--- config.mk ---
export PLATFORM = sky130hd
export DESIGN_NAME = ps2_mouse_mode_sel
export DESIGN_NICKNAME = d
export VERILOG_FILES = /design/src/rtl/ps2_pkg.sv /design/src/rtl/ps2_rx_byte.sv /design/src/rtl/ps2_mouse_mode_sel.sv
export SDC_FILE = /design/constraint.sdc
export NUM_CORES = 1
export LEC_CHECK = 0
export CAP_MARGIN = 0
export CORE_ASPECT_RATIO = 0.75
export CORE_MARGIN = 2
export CORE_UTILIZATION = 25
export CTS_BUF_LIST = sky130_fd_sc_hd__clkbuf_4 sky130_fd_sc_hd__clkbuf_8 sky130_fd_sc_hd__clkbuf_16
export DETAILED_ROUTE_END_ITERATION = 6
export GPL_TIMING_DRIVEN = 0
export PLACE_DENSITY_LB_ADDON = 0.15
export SLEW_MARGIN = 40
export SYNTH_ARGS = -nofsm -noshare
export SYNTH_HDL_FRONTEND = slang
export SYNTH_SLANG_ARGS = --single-unit
--- constraint.sdc ---
create_clock -name clk -period 2.8 [get_ports clk]
set_clock_uncertainty 0.15 [all_clocks]
set_input_delay 0.56 -clock clk [delete_from_list [all_inputs] [get_ports clk]]
set_output_delay 0.56 -clock clk [all_outputs]
set_load 0.005 [all_outputs]
--- src/rtl/ps2_pkg.sv ---
// ---------------------------------------------------------------------------
// ps2_pkg : shared frame-state encoding and packet field positions
// Rev 1.0
// ---------------------------------------------------------------------------
`default_nettype none

package ps2_pkg;

  typedef enum logic [1:0] {
    ST_IDLE   = 2'd0,
    ST_DATA   = 2'd1,
    ST_PARITY = 2'd2,
    ST_STOP   = 2'd3
  } frame_state_t;

  localparam int PKT_BYTES = 3;
  localparam int SYNC_BIT  = 3;
  localparam int XSIGN_BIT = 4;
  localparam int YSIGN_BIT = 5;
  localparam int BTN_LSB   = 0;
  localparam int BTN_MSB   = 2;

  function automatic int clog2_min1(input int n);
    return (n <= 2) ? 1 : $clog2(n);
  endfunction

endpackage

`default_nettype wire

--- src/rtl/ps2_rx_byte.sv ---
// ---------------------------------------------------------------------------
// ps2_rx_byte : synchronise/filter PS/2 lines and deframe one 11-bit byte
// Rev 1.0
// ---------------------------------------------------------------------------
`default_nettype none

module ps2_rx_byte
  import ps2_pkg::*;
#(
  parameter int FILTER_LEN = 8
) (
  input  logic       clk,
  input  logic       rst_n,
  input  logic       ps2_clk,
  input  logic       ps2_data,
  input  logic       abort,
  output logic       fall,
  output logic       busy,
  output logic       byte_valid,
  output logic [7:0] byte_data,
  output logic       parity_err,
  output logic       frame_err
);

  localparam int CNT_W = $clog2(FILTER_LEN + 1);

  logic [1:0]       r_clk_sync;
  logic [1:0]       r_data_sync;
  logic             r_clk_filt;
  logic [CNT_W-1:0] r_filt_cnt;
  frame_state_t     r_state;
  frame_state_t     w_state_next;
  logic [2:0]       r_bit_cnt;
  logic [7:0]       r_shift;
  logic             r_par_bit;
  logic             w_sclk;
  logic             w_sdata;

  assign w_sclk  = r_clk_sync[1];
  assign w_sdata = r_data_sync[1];

  always_ff @(posedge clk or negedge rst_n) begin
    if (!rst_n) begin
      r_clk_sync  <= 2'b11;
      r_data_sync <= 2'b11;
    end else begin
      r_clk_sync  <= {r_clk_sync[0], ps2_clk};
      r_data_sync <= {r_data_sync[0], ps2_data};
    end
  end

  // A new level is adopted only after it has differed for FILTER_LEN cycles in a row.
  always_ff @(posedge clk or negedge rst_n) begin
    if (!rst_n) begin
      r_clk_filt <= 1'b1;
      r_filt_cnt <= '0;
    end else if (w_sclk == r_clk_filt) begin
      r_filt_cnt <= '0;
    end else if (r_filt_cnt == CNT_W'(FILTER_LEN - 1)) begin
      r_clk_filt <= w_sclk;
      r_filt_cnt <= '0;
    end else begin
      r_filt_cnt <= r_filt_cnt + 1'b1;
    end
  end

  assign fall = r_clk_filt && !w_sclk && (r_filt_cnt == CNT_W'(FILTER_LEN - 1));

  always_ff @(posedge clk or negedge rst_n) begin
    if (!rst_n) begin
      r_state <= ST_IDLE;
    end else if (abort) begin
      r_state <= ST_IDLE;
    end else begin
      r_state <= w_state_next;
    end
  end

  always_comb begin
    w_state_next = r_state;
    if (fall) begin
      case (r_state)
        ST_IDLE:   if (!w_sdata) w_state_next = ST_DATA;
        ST_DATA:   if (r_bit_cnt == 3'd7) w_state_next = ST_PARITY;
        ST_PARITY: w_state_next = ST_STOP;
        ST_STOP:   w_state_next = ST_IDLE;
        default:   w_state_next = ST_IDLE;
      endcase
    end
  end

  always_ff @(posedge clk or negedge rst_n) begin
    if (!rst_n) begin
      r_bit_cnt <= '0;
      r_shift   <= '0;
      r_par_bit <= 1'b0;
    end else if (abort) begin
      r_bit_cnt <= '0;
    end else if (fall) begin
      if (r_state == ST_IDLE) begin
        r_bit_cnt <= '0;
      end else if (r_state == ST_DATA) begin
        r_shift   <= {w_sdata, r_shift[7:1]};
        r_bit_cnt <= r_bit_cnt + 1'b1;
      end else if (r_state == ST_PARITY) begin
        r_par_bit <= w_sdata;
      end
    end
  end

  // A bad parity bit takes precedence over a bad stop bit.
  always_comb begin
    byte_valid = 1'b0;
    parity_err = 1'b0;
    frame_err  = 1'b0;
    if (fall && r_state == ST_STOP && !abort) begin
      if (!(^{r_shift, r_par_bit})) begin
        parity_err = 1'b1;
      end else if (!w_sdata) begin
        frame_err = 1'b1;
      end else begin
        byte_valid = 1'b1;
      end
    end
  end

  assign busy      = (r_state != ST_IDLE);
  assign byte_data = r_shift;

endmodule

`default_nettype wire

--- src/rtl/ps2_mouse_mode_sel.sv ---
// ---------------------------------------------------------------------------
// ps2_mouse_mode_sel : PS/2 mouse packet decoder with button-driven mode cycling
// Rev 1.0
// ---------------------------------------------------------------------------
`default_nettype none

module ps2_mouse_mode_sel
  import ps2_pkg::*;
#(
  parameter int NUM_MODES   = 3,
  parameter int BTN_SEL     = 1,
  parameter int FILTER_LEN  = 8,
  parameter int TIMEOUT_CYC = 200000,
  localparam int MODE_W     = clog2_min1(NUM_MODES)
) (
  input  logic              clk,
  input  logic              rst_n,
  input  logic              ps2_clk,
  input  logic              ps2_data,
  output logic [MODE_W-1:0] mode,
  output logic              pkt_valid,
  output logic [2:0]        buttons,
  output logic [8:0]        dx,
  output logic [8:0]        dy,
  output logic              parity_err,
  output logic              frame_err
);

  localparam int TO_W = $clog2(TIMEOUT_CYC + 1);

  logic            w_fall;
  logic            w_busy;
  logic            w_byte_valid;
  logic [7:0]      w_byte;
  logic            w_perr;
  logic            w_ferr;
  logic            w_timeout;
  logic [1:0]      r_idx;
  logic [7:0]      r_byte0;
  logic [7:0]      r_byte1;
  logic            r_prev_btn;
  logic [TO_W-1:0] r_to_cnt;

  ps2_rx_byte #(
    .FILTER_LEN (FILTER_LEN)
  ) u_rx (
    .clk        (clk),
    .rst_n      (rst_n),
    .ps2_clk    (ps2_clk),
    .ps2_data   (ps2_data),
    .abort      (w_timeout),
    .fall       (w_fall),
    .busy       (w_busy),
    .byte_valid (w_byte_valid),
    .byte_data  (w_byte),
    .parity_err (w_perr),
    .frame_err  (w_ferr)
  );

  always_ff @(posedge clk or negedge rst_n) begin
    if (!rst_n) begin
      r_to_cnt <= '0;
    end else if (w_fall) begin
      r_to_cnt <= '0;
    end else if (r_to_cnt != TO_W'(TIMEOUT_CYC)) begin
      r_to_cnt <= r_to_cnt + 1'b1;
    end
  end

  assign w_timeout = (w_busy || r_idx != 2'd0) && !w_fall &&
                     (r_to_cnt == TO_W'(TIMEOUT_CYC));

  always_ff @(posedge clk or negedge rst_n) begin
    if (!rst_n) begin
      r_idx      <= '0;
      r_byte0    <= '0;
      r_byte1    <= '0;
      r_prev_btn <= 1'b0;
      mode       <= '0;
      pkt_valid  <= 1'b0;
      buttons    <= '0;
      dx         <= '0;
      dy         <= '0;
      parity_err <= 1'b0;
      frame_err  <= 1'b0;
    end else begin
      pkt_valid  <= 1'b0;
      parity_err <= w_perr;
      frame_err  <= w_ferr;
      if (w_timeout || w_perr || w_ferr) begin
        r_idx <= '0;
      end else if (w_byte_valid) begin
        if (r_idx == 2'd0) begin
          // Bytes without the always-one marker cannot start a packet.
          if (w_byte[SYNC_BIT]) begin
            r_byte0 <= w_byte;
            r_idx   <= 2'd1;
          end
        end else if (r_idx == 2'(PKT_BYTES - 2)) begin
          r_byte1 <= w_byte;
          r_idx   <= 2'(PKT_BYTES - 1);
        end else begin
          r_idx      <= '0;
          pkt_valid  <= 1'b1;
          buttons    <= r_byte0[BTN_MSB:BTN_LSB];
          dx         <= {r_byte0[XSIGN_BIT], r_byte1};
          dy         <= {r_byte0[YSIGN_BIT], w_byte};
          r_prev_btn <= r_byte0[BTN_SEL];
          if (r_byte0[BTN_SEL] && !r_prev_btn) begin
            if (mode == MODE_W'(NUM_MODES - 1)) begin
              mode <= '0;
            end else begin
              mode <= mode + 1'b1;
            end
          end
        end
      end
    end
  end

endmodule

`default_nettype wire

Word-level counts from Yosys, hierarchy flattened
Index checks and enable logic that the tools add are counted.
- add/sub/neg operators: 4
- multipliers: 0
- div/mod/pow operators: 0
- order comparisons: 0
- equal/unequal tests: 13
- shift operators: 0
- multiplexer cells: 31
- bitwise logic cells: 7
- reduce and logical (&&, ||, !) cells: 33
- operators by type and width (operator ; number):
    2-to-1 mux 18 bit ; 2
    2-to-1 mux 2 bit ; 10
    adder 18 x 1 -> 18 bit, second input constant ; 1
    == test 18 bit, second input constant ; 1
    inequality test 18 bit, second input constant ; 1
    AND reduction 4 bit ; 4
    2-to-1 mux 1 bit ; 12
    2-to-1 mux 3 bit ; 4
    AND reduction 5 bit ; 2
    nonzero test 2 bit ; 5
    parity 9 bit ; 1
    2-to-1 mux 4 bit ; 2
    case mux 2 bit (4 select lines) ; 1
    logical AND 1 bit ; 7
    NOT 1 bit ; 7
    == test 2 bit, second input constant ; 3
    inequality test 3 x 2 -> 1 bit, second input constant ; 2
    AND reduction 2 bit ; 3
    adder 4 x 1 -> 4 bit, second input constant ; 1
    == test 2 x 1 -> 1 bit, second input constant ; 2
    == test 4 x 3 -> 1 bit, second input constant ; 1
    zero test 1 bit ; 4
    zero test 2 bit ; 2
    adder 3 x 1 -> 3 bit, second input constant ; 1
    7 further kinds ; 9
- register bits after elaboration: 84
- latch bits: 0
- memory bits (writable): 0
- bits in read-only memories: 0
- input port bits: 4
- output and inout bits: 26
- word-level logic and storage cells: 108
- memories kept: 0

Longest topological paths before layout
Gate-level depths: netlist (run 1).
- depth in word-level cells: 13
- gate-level depth with buffers: 8
- mapped depth without buffers: 7

Modules after synthesis
From an unflattened synthesis (run 1), not the netlist that was laid out.
- cell total of the unflattened synthesis: 290
- area total of the unflattened synthesis: 3758.6 um^2
- by module, submodules not included (module ; times used ; cells an instance ; area an instance (um^2) ; seq. area each (um^2)):
    ps2_mouse_mode_sel ; 1 ; 196 ; 2633.8 ; 1476.4
    ps2_rx_byte ; 1 ; 94 ; 1124.8 ; 581.8

Worst setup path after synthesis (run 1)
Ideal clock, no wire load.
- path kind: register to register
- start point: reg u_rx.r_shift[1], in the netlist u_rx.byte_data[1]
- end point: reg r_byte1[0]
- library setup time: 0.125 ns
- data arrival time: 2.196 ns
- required time: 2.525 ns
- slack: 0.329 ns
- cell stages (with the launch flop): 7
- path buffers: 1
- clock period less this slack: 2.471 ns
- cell sequence: dfrtp_1 > xor2_1 > xnor3_2 > xnor2_2 > or4_1 > buf_4 > mux2_4
- word-level cells in the longest chain between the ends: 7
- elaborated cells on any way between the ends: 11
- classes of those cells: mux: 6; bitwise: 1; reduce/logical: 4
- RTL lines (item ; line ; text):
    start, declared ; ps2_rx_byte.sv:34 ; logic [7:0] r_shift;
    start signal, assigned ; ps2_rx_byte.sv:103 ; r_shift <= {w_sdata, r_shift[7:1]};
    parity 9 bit * ; ps2_rx_byte.sv:117 ; if (!(^{r_shift, r_par_bit})) begin
    2-to-1 mux 1 bit ; ps2_rx_byte.sv:117 ;
    2-to-1 mux 1 bit ; ps2_rx_byte.sv:116 ; if (fall && r_state == ST_STOP && !abort) begin
    logical OR 1 bit (2 in a row) ; ps2_mouse_mode_sel.sv:90 ; if (w_timeout || w_perr || w_ferr) begin
    NOT 1 bit (no line) ; -- ;
    AND reduction 4 bit (no line) * ; -- ;
    end signal, assigned ; ps2_mouse_mode_sel.sv:100 ; r_byte1 <= w_byte;
    end, declared ; ps2_mouse_mode_sel.sv:40 ; logic [7:0] r_byte1;
Every way passes the cells marked *; elsewhere a longest branch is shown, timed or not.
A chain may end at the register's enable or synchronous reset.

Worst setup path in the final report (run 1)
- start point: reg u_rx.r_shift[5], in the netlist u_rx.byte_data[5]
- end point: reg r_byte1[6]
The elaborated chain is that of the path after synthesis.

==> impl_metrics.toml, run 1 <==
[outcome]
run_status = "finished, final reports clean"

[critical_path]
path_max_fanout = 9
end_kind = "flop"
path_buf_inv = 1
critPathKind = "reg2reg"
critical_path.slowest_cell = "or4_1"
cp.required_ns = 2.87
rrSetupSlack_ns = 0.16
worstPathArrival_ns = 2.71
start_kind = "flop"
r2r_end = "r_byte1[6]"
crit_chain = "xnor2_1, xnor3_2, xnor2_2, or4_1, buf_4, mux2_4"
r2r-start = "u_rx.byte_data[5]"
crit_path_max_incr_delay_ns = 0.54
path_delay_family = "XOR/XNOR gates"
r2r_cells = 6

[drt]
via_per_inst = 4.20
routed_wl_um = 7160
drc = 0
dr.pass1.iters = 4
drt.antenna.violating_nets = 0
wl_per_cell_um = 13.4
drt_iter0_markers = 107
vias = 2249

[final_layout]
antenna_cells = 0
layout-drive-gt1-share = 0.238
area_growth_pct = 25.6
nets = 345
instances_no_fill = 536
fillers = 1431

[clocking]
cts_buffers = 9
clk_pin_slew_ns = 0.06
clkLatencyLatePin_ns = 0.34
clock-sinks = 82
clock_path_buffers = 2
cts_tree = "yes"
h-tree-depth = 3
clock-root-buffer = "clkbuf_16"

[logic_synthesis]
async_reset_ff_frac = 1.00
synth_seq_cells = 82
avgSynthCellArea_um2 = 12.6
syn_nets = 302
syn-cell-area_um2 = 3620
synth_cell_type_count = 40
yosys_warnings = 0
ys_seq_area_frac = 0.569
syn_inst = 288
synth_ff_type = "dfrtp_1"
synth_edf_count = 0

[global_route]
grt_util_all_layers = 0.101
gr-total-overflow = 0
antenna_found_initial = 0
use_met2 = 0.139
use_met3 = 0.0292
grt_max_degree = 55
grt_first_pass_wirelength_um = 11900
met1_usage = 0.149
top_usage_layer = "met1"
grt_pass1_vias = 2277

[placement]
hpwl_um = 4930
numPortBuffers = 29
place_congestion = 0.730
dp_slack_ns = -0.284
dp.cells = 518

[power_and_ir_drop]
powerDensity_nw_per_um2 = 589
power_leakage_nw = 2.09
ir_drop_v = 0.000257

[sta]
setup_viol = 0
setup_ws_ns = 0.158
drv_slew = 0
fin_crit_ns = 2.64
timing.slew.headroom = 0.482
rsz0062_at_grt = "false"
period_share = 0.943
tightest_slew_ns = 0.774
hold_violations = 0
fmax_ghz = 0.379

[hold_path]
min_from = "u_rx.r_clk_sync[0]"
hold_path.class = "reg2reg"
hold_end = "u_rx.r_clk_sync[1]"
hold_depth = 0

[die]
die_w_um = 143
num_rows = 38
core_area_um2 = 14300
pin_count = 30
die_area_um2 = 15500
dieHeight_um = 108
initial_core_util = 0.253

[run]
maxCapViolations = 0
-- worst max-delay path by stage --
stage                                  from                end  slack [ns]  cells after the start
final                     u_rx.byte_data[5]         r_byte1[6]        0.16                      6
after global routing            r_to_cnt[0]  u_rx.r_bit_cnt[0]       0.003                      7
after CTS                 u_rx.byte_data[4]              dx[6]        0.04                      6
after detailed placement  u_rx.byte_data[4]              dx[6]       -0.28                      6
after global placement                rst_n          pkt_valid       -2.19                      1
after floorplan           u_rx.byte_data[1]         r_byte1[0]        0.33                      6
-- worst reg2reg max path: cells and delay by family (launching register included) --
kind / cells / cell delay [ns]
xor gates and xnor gates: 3 / 0.85
buffers and inverters: 1 / 0.21
DFF: 1 / 0.47
muxes: 1 / 0.30
and+or+nand+nor: 1 / 0.54
-- repair_timing --
item                                    in CTS  in global routing
hold buffers                                 1                  0
pin swaps                                    1                  0
hold endpoints to repair                    26                  0
endpoints found under the setup margin      19                 32
gates resized for setup                      3                  1
buffers inserted                             1                  0
-- per-layer routing --
layer  up-vias  part of all wire
met5         -                 0
met4         0             0.015
met3         7             0.036
met2        31              0.41
met1      1126              0.54
li1       1085                 -
-- cell usage after synthesis, types with 7 or more instances --
| cell | n | share of area |
|---|---|---|
| a21oi_1 | 7 | 0.0097 |
| dfrtp_1 | 77 | 0.53 |
| ha_1 | 10 | 0.035 |
| inv_1 | 10 | 0.010 |
| mux2_2 | 37 | 0.12 |
| mux2_4 | 8 | 0.033 |
| nand2_1 | 18 | 0.019 |
| nand3_1 | 11 | 0.015 |
| nor2_1 | 23 | 0.024 |
| nor3_1 | 7 | 0.0097 |
| xnor2_1 | 11 | 0.027 |
| xor2_1 | 8 | 0.019 |
-- power breakdown --
group	leakage [nW]	switching [mW]	internal [mW]
clock network	0.159	0.459	0.812
logic	0.822	0.0665	0.0566
registers	1.11	0.0483	1.24
-- flip-flops by register name (all words and copies together), names as in the netlist, 3 cells and up --
name,flops
r_byte1,8
buttons,3
dy,9
u_rx.r_bit_cnt,3
r_to_cnt,18
u_rx.byte_data,8
u_rx.r_filt_cnt,4
r_byte0,5
dx,9
-- cells in the final DEF (no fill, tap or decap), drive strengths merged, types with 8 or more instances in the layout --
master and instances:
nor2 23, clkbuf 16, mux2 45, nand2 18
xor2 8, dfrtp 77, ha 10, inv 10
xnor2 12, clkdlybuf4s50 28, nand3 11
-- metrics by stage --
step	instance area [um^2]	hold slack, ns	power [mW]	TNS, ns	utilization
CTS	4540	0.208	2.73	0	0.317
global placement	4160	0.197	1.42	-178.79	0.291
detailed placement	4190	0.199	1.43	-5.18	0.293
global route	4540	0.214	2.80	0	0.318
finish	4540	0.207	2.68	0	0.318
floorplan	3620	0.114	1.37	0	-
-- final cells by class --
cell class,count,area (um^2),share of cell area
buffer,9,48.8,0.0107
clock buffer,11,246,0.0542
clock inverter,5,77.6,0.0171
inverter,10,37.5,0.00826
multi-input combinational,187,1490,0.327
sequential,82,2060,0.453
tap,200,250,0.0551
timing repair buffer,32,337,0.0741
-- kinds of logic after synthesis --
family,after synthesis,share of synthesized area
adders and majority gates,10,0.0346
xor gates and xnor gates,21,0.0571
AOI/OAI and AO/OA,22,0.0373
muxes,46,0.151
DFF,82,0.569
buffers and inverters,19,0.0225
and+or+nand+nor,88,0.129
(Power assumes the default switching activity.)
==> inputs of run 2 (changes only) <==
CORE_MARGIN = 4   (was 2)
HOLD_SLACK_MARGIN = 0.05   (was default)
==> run 2 against run 1 <==
Effect of this change:
- non-clock buffer count did not move
- flip-flop and latch count did not move
- first-iteration DRC count fell by 41%
- setup slack got worse by 0.0055 ns
- hold slack got worse by 0.0013 ns
- clock power barely moved
- sequential power barely moved
- fmax fell by 0.21%
- critical endpoint is now dy[7]
- highest routed layer unchanged
==> impl_metrics.toml, run 2 (synthesized netlist as in run 1, its figures left out) <==
[outcome]
run_status = "finished, final reports clean"

[placement]
numPortBuffers = 29
dp_slack_ns = -0.205
place_congestion = 0.728
hpwl_um = 5050

[clocking]
clock-root-buffer = "clkbuf_16"
cts_buffers = 9
clock_path_buffers = 2
clk_pin_slew_ns = 0.06
h-tree-depth = 3
clock-sinks = 82
clkLatencyLatePin_ns = 0.33
cts_tree = "yes"

[power_and_ir_drop]
power_leakage_nw = 2.09
ir_drop_v = 0.000279
powerDensity_nw_per_um2 = 587

[sta]
tns_ns = 0
fmax_ghz = 0.378
fin_crit_ns = 2.65
timing.slew.headroom = 0.556
setup_viol = 0
drv_slew = 0
period_share = 0.945
rsz0062_at_grt = "false"
hold_violations = 0
setup_ws_ns = 0.153
tightest_slew_ns = 0.664

[final_layout]
reg_top3 = "r_to_cnt x18, dx x9, dy x9"
fillers = 1376
nets = 345
layout_commonest_cell = "dfrtp_1"
area_growth_pct = 25.8
layout_common_cells = "dfrtp_1 (75), mux2_2 (37), clkdlybuf4s50_1 (28), nor2_1 (23), nand2_1 (18)"
largest_reg_flops = 18
antenna_cells = 0
top_register = "r_to_cnt"
finish.utilization = 0.327
layout-drive-gt1-share = 0.245

[run]
maxCapViolations = 0

[critical_path]
path_max_fanout = 10
crit_chain = "xor2_1, xnor3_2, xnor2_2, nor4_4, buf_4, clkbuf_4, mux2_2"
end_kind = "flop"
critical_path.slowest_cell = "dfrtp_1"
cp.required_ns = 2.86
critPathKind = "reg2reg"
start_kind = "flop"
path_buf_inv = 2
worstPathArrival_ns = 2.71
crit_path_max_incr_delay_ns = 0.45
path_delay_family = "XOR/XNOR gates"

[global_route]
gr-total-overflow = 0
antenna_found_initial = 0
grt_first_pass_wirelength_um = 12300
grt_pass1_vias = 2376
grt_max_degree = 45
grt_util_all_layers = 0.0945

[die]
core_area_um2 = 13900
die_area_um2 = 16500
pin_count = 30
num_rows = 37
initial_core_util = 0.260
die_w_um = 147
dieHeight_um = 112

[drt]
dr.pass1.iters = 4
via_per_inst = 4.19
wl_per_cell_um = 13.5
routed_wl_um = 7170
drt_iter0_markers = 63
drc = 0
drt.antenna.violating_nets = 0
vias = 2220

[hold_path]
hold_path.class = "reg2reg"
[run 2: changes by cell type in the layout (fill, tap and decap cells not counted), sizes merged]
| cell | delta |
|---|---|
| clkinv | -1 |
| clkbuf | +2 |
| buf | -2 |
[run 2: per-layer routing]
| metal | global-route usage | wire, um | vias up |
|---|---|---|---|
| li1 | - | - | 1092 |
| met3 | 0.0282 | 206 | 8 |
| met2 | 0.131 | 2930 | 23 |
| met4 | 0.0372 | 123 | 0 |
| met5 | 0 | 0 | - |
| met1 | 0.137 | 3910 | 1097 |
[run 2: final timing paths]
kind                                            end  slack, ns               start  depth (start not counted)
min in group asynchronous        u_rx.r_filt_cnt[1]       0.55               rst_n                          2
worst min-delay path             u_rx.r_clk_sync[1]       0.21  u_rx.r_clk_sync[0]                          0
worst max-delay path                          dy[7]       0.15   u_rx.byte_data[1]                          7
max in group asynchronous       u_rx.r_data_sync[1]       1.36               rst_n                          3
worst min register to register   u_rx.r_clk_sync[1]       0.21  u_rx.r_clk_sync[0]                          0
worst max register to register                dy[7]       0.15   u_rx.byte_data[1]                          7
[run 2: final cells by class]
| cell class | count | area [um^2] | area share |
|---|---|---|---|
| clock inverters | 4 | 76.3 | 0.0168 |
| well taps | 195 | 244 | 0.0536 |
| flip-flops and latches | 82 | 2060 | 0.453 |
| plain buffers | 9 | 48.8 | 0.0107 |
| multi-input cells | 187 | 1500 | 0.330 |
| repair buffers | 32 | 337 | 0.0739 |
| inverters | 10 | 37.5 | 0.00825 |
| clock buffers | 11 | 246 | 0.0542 |
[run 2: what timing repair did]
action | in CTS | in global routing
setup buffers | 0 | 1
hold buffers | 1 | 0
hold endpoints to repair | 38 | 0
setup endpoints to repair | 19 | 37
pin swaps | 0 | 1
gates resized for setup | 1 | 6
[run 2: per-stage QoR]
stage	instances	instance area (um^2)	power (mW)	hold slack (ns)
floorplan	288	3620	1.37	0.114
global placement	512	4150	1.42	0.196
detailed placement	513	4180	1.43	0.197
CTS	529	4520	2.73	0.206
global route	530	4550	2.80	0.207
finish	530	4550	2.67	0.206
[run 2: power by group]
| part | internal, mW | leakage, nW | total, mW | switching, mW |
|---|---|---|---|---|
| combinational | 0.0574 | 0.822 | 0.124 | 0.0662 |
| sequential | 1.24 | 1.11 | 1.28 | 0.0496 |
| clock | 0.812 | 0.155 | 1.27 | 0.454 |
| total | 2.10 | 2.09 | 2.67 | 0.570 |
==> inputs of run 3 (changes only) <==
clock period = 3.3 ns   (was 2.8 ns; I/O delays follow)
==> run 3 against run 2 <==
Effect of this change:
- fmax fell by 11%
- largest power group unchanged
- sequential power is 15% lower
- die area did not move
- global-route usage is essentially flat
- critical endpoint unchanged
- register-to-register slack improved by 0.17 ns
- first-iteration DRC count unchanged
- flip-flop and latch count unchanged
- via count decreased by 0.90%
- hold slack got worse by 0.13 ns
- clock power shrank 15%
- non-clock buffer count down 2
==> impl_metrics.toml, run 3 (synthesized netlist as in run 1, its figures left out) <==
[sta]
hold_violations = 0
fin_crit_ns = 2.98
timing.slew.headroom = 0.556
tns_ns = 0
tightest_slew_ns = 0.663
setup_viol = 0
period_share = 0.903
fmax_ghz = 0.336
timing.hold.ws_ns = 0.0797
drv_slew = 0
rsz0062_at_grt = "false"

[global_route]
grt_max_degree = 45
antenna_found_initial = 0
grt_util_all_layers = 0.0941
met1_usage = 0.137
top_usage_layer = "met1"
use_met3 = 0.0282
use_met2 = 0.130
grt_first_pass_wirelength_um = 12300
gr-total-overflow = 0
grt_pass1_vias = 2365

[drt]
via_per_inst = 4.17
drc = 0
drt_iter0_markers = 63
drt.antenna.violating_nets = 0
dr.pass1.iters = 4
vias = 2200
routed_wl_um = 7150
wl_per_cell_um = 13.5

[die]
dieHeight_um = 112
initial_core_util = 0.260
pin_count = 30
core_area_um2 = 13900
num_rows = 37
die_w_um = 147
die_area_um2 = 16500

[critical_path]
path_max_fanout = 10
crit_path_max_incr_delay_ns = 0.61
crit_chain = "xor2_1, xnor3_2, xnor2_2, nor4_2, buf_2, mux2_2"
start_kind = "flop"
worstPathArrival_ns = 3.04
critPathKind = "reg2reg"
cp.required_ns = 3.37
critical_path.slowest_cell = "nor4_2"
path_buf_inv = 1
crit_start = "u_rx.byte_data[4]"
rrSetupSlack_ns = 0.32
path_delay_family = "XOR/XNOR gates"
r2r-start = "u_rx.byte_data[4]"
end_kind = "flop"
r2r_cells = 6
r2r_end = "dy[7]"

[power_and_ir_drop]
cell_internal_pwr_mw = 1.78
power_switching_mw = 0.485
powerDensity_nw_per_um2 = 504
power_leakage_nw = 2.06
p_clk_frac = 0.474
seqPwrFrac = 0.480
ir_drop_v = 0.000237
p_comb_frac = 0.045
swShare = 0.214
power_mw = 2.27

[final_layout]
fillers = 1382
nets = 343
instances_no_fill = 528
reg_top3 = "r_to_cnt x18, dx x9, dy x9"
area_growth_pct = 24.5
layout-drive-gt1-share = 0.231
layout_common_cells = "dfrtp_1 (77), mux2_2 (37), clkdlybuf4s50_1 (28), nor2_1 (23), nand2_1 (18)"
top_register = "r_to_cnt"
largest_reg_flops = 18
antenna_cells = 0
layout_commonest_cell = "dfrtp_1"
finish.utilization = 0.323

[clocking]
clock-sinks = 82
h-tree-depth = 3
cts_tree = "yes"
clk_pin_slew_ns = 0.06
clock-root-buffer = "clkbuf_16"
clock_path_buffers = 2
cts_buffers = 9
post-cts-setup-buffers = 0
cts_resized = 0
hold_buffers = 0
clkLatencyLatePin_ns = 0.33

[outcome]
run_status = "finished, final reports clean"

[placement]
numPortBuffers = 29
place_congestion = 0.728
hpwl_um = 5050
dp.cells = 513

[run]
maxCapViolations = 0

[hold_path]
hold_path.class = "in2async"
run 3: changes by cell type in the layout (fill, tap and decap cells not counted), moves of 2 or more:
cell      delta
buf_2        +2
dfrtp_1      +2
clkbuf_4     -2
dfrtp_2      -2
run 3: worst register-to-register path: cells and delay by family, from the launching register on:
family | cells | cell delay (ns)
xor gates and xnor gates | 3 | 0.85
buffers and inverters | 1 | 0.37
DFF | 1 | 0.50
muxes | 1 | 0.38
and+or+nand+nor | 1 | 0.61
run 3: metal layers:
layer | up-vias | wire length [um] | share of wire
met5 | - | 0 | 0
met4 | 0 | 129 | 0.018
met3 | 10 | 205 | 0.029
met2 | 23 | 2920 | 0.41
met1 | 1084 | 3890 | 0.54
li1 | 1083 | - | -
run 3: worst max path at each step:
stage                            end  slack, ns  cells after the start
after floorplan           r_byte1[0]       0.83                      6
after global placement     pkt_valid      -1.81                      1
after detailed placement       dx[7]       0.30                      6
after CTS                      dy[7]       0.28                      6
after global routing           dy[7]       0.12                      6
final                          dy[7]       0.32                      6
run 3: power groups by stage:
stage          sequential (mW)  clock, mW  combinational [mW]
2_1_floorplan             1.09          0              0.0651
3_3_place_gp              1.10          0               0.100
3_5_place_dp              1.11          0               0.106
4_1_cts                   1.09       1.12               0.106
5_1_grt                   1.10       1.15               0.120
6_report                  1.09       1.08               0.103
run 3: area by class of cell:
| cell class | count | area, um^2 | share of cell area |
|---|---|---|---|
| sequential | 82 | 2060 | 0.457 |
| multi-input combinational | 187 | 1480 | 0.328 |
| tap | 195 | 244 | 0.0542 |
| clock buffer | 11 | 246 | 0.0547 |
| buffer | 9 | 43.8 | 0.00972 |
| clock inverter | 4 | 76.3 | 0.0169 |
| timing repair buffer | 30 | 319 | 0.0708 |
| inverter | 10 | 37.5 | 0.00833 |
run 3: through the flow:
step / setup slack [ns] / cell area (um^2)
floorplan: 0.829 / 3620
global placement: -1.81 / 4150
detailed placement: 0.295 / 4180
CTS: 0.280 / 4500
global route: 0.121 / 4500
finish: 0.321 / 4500
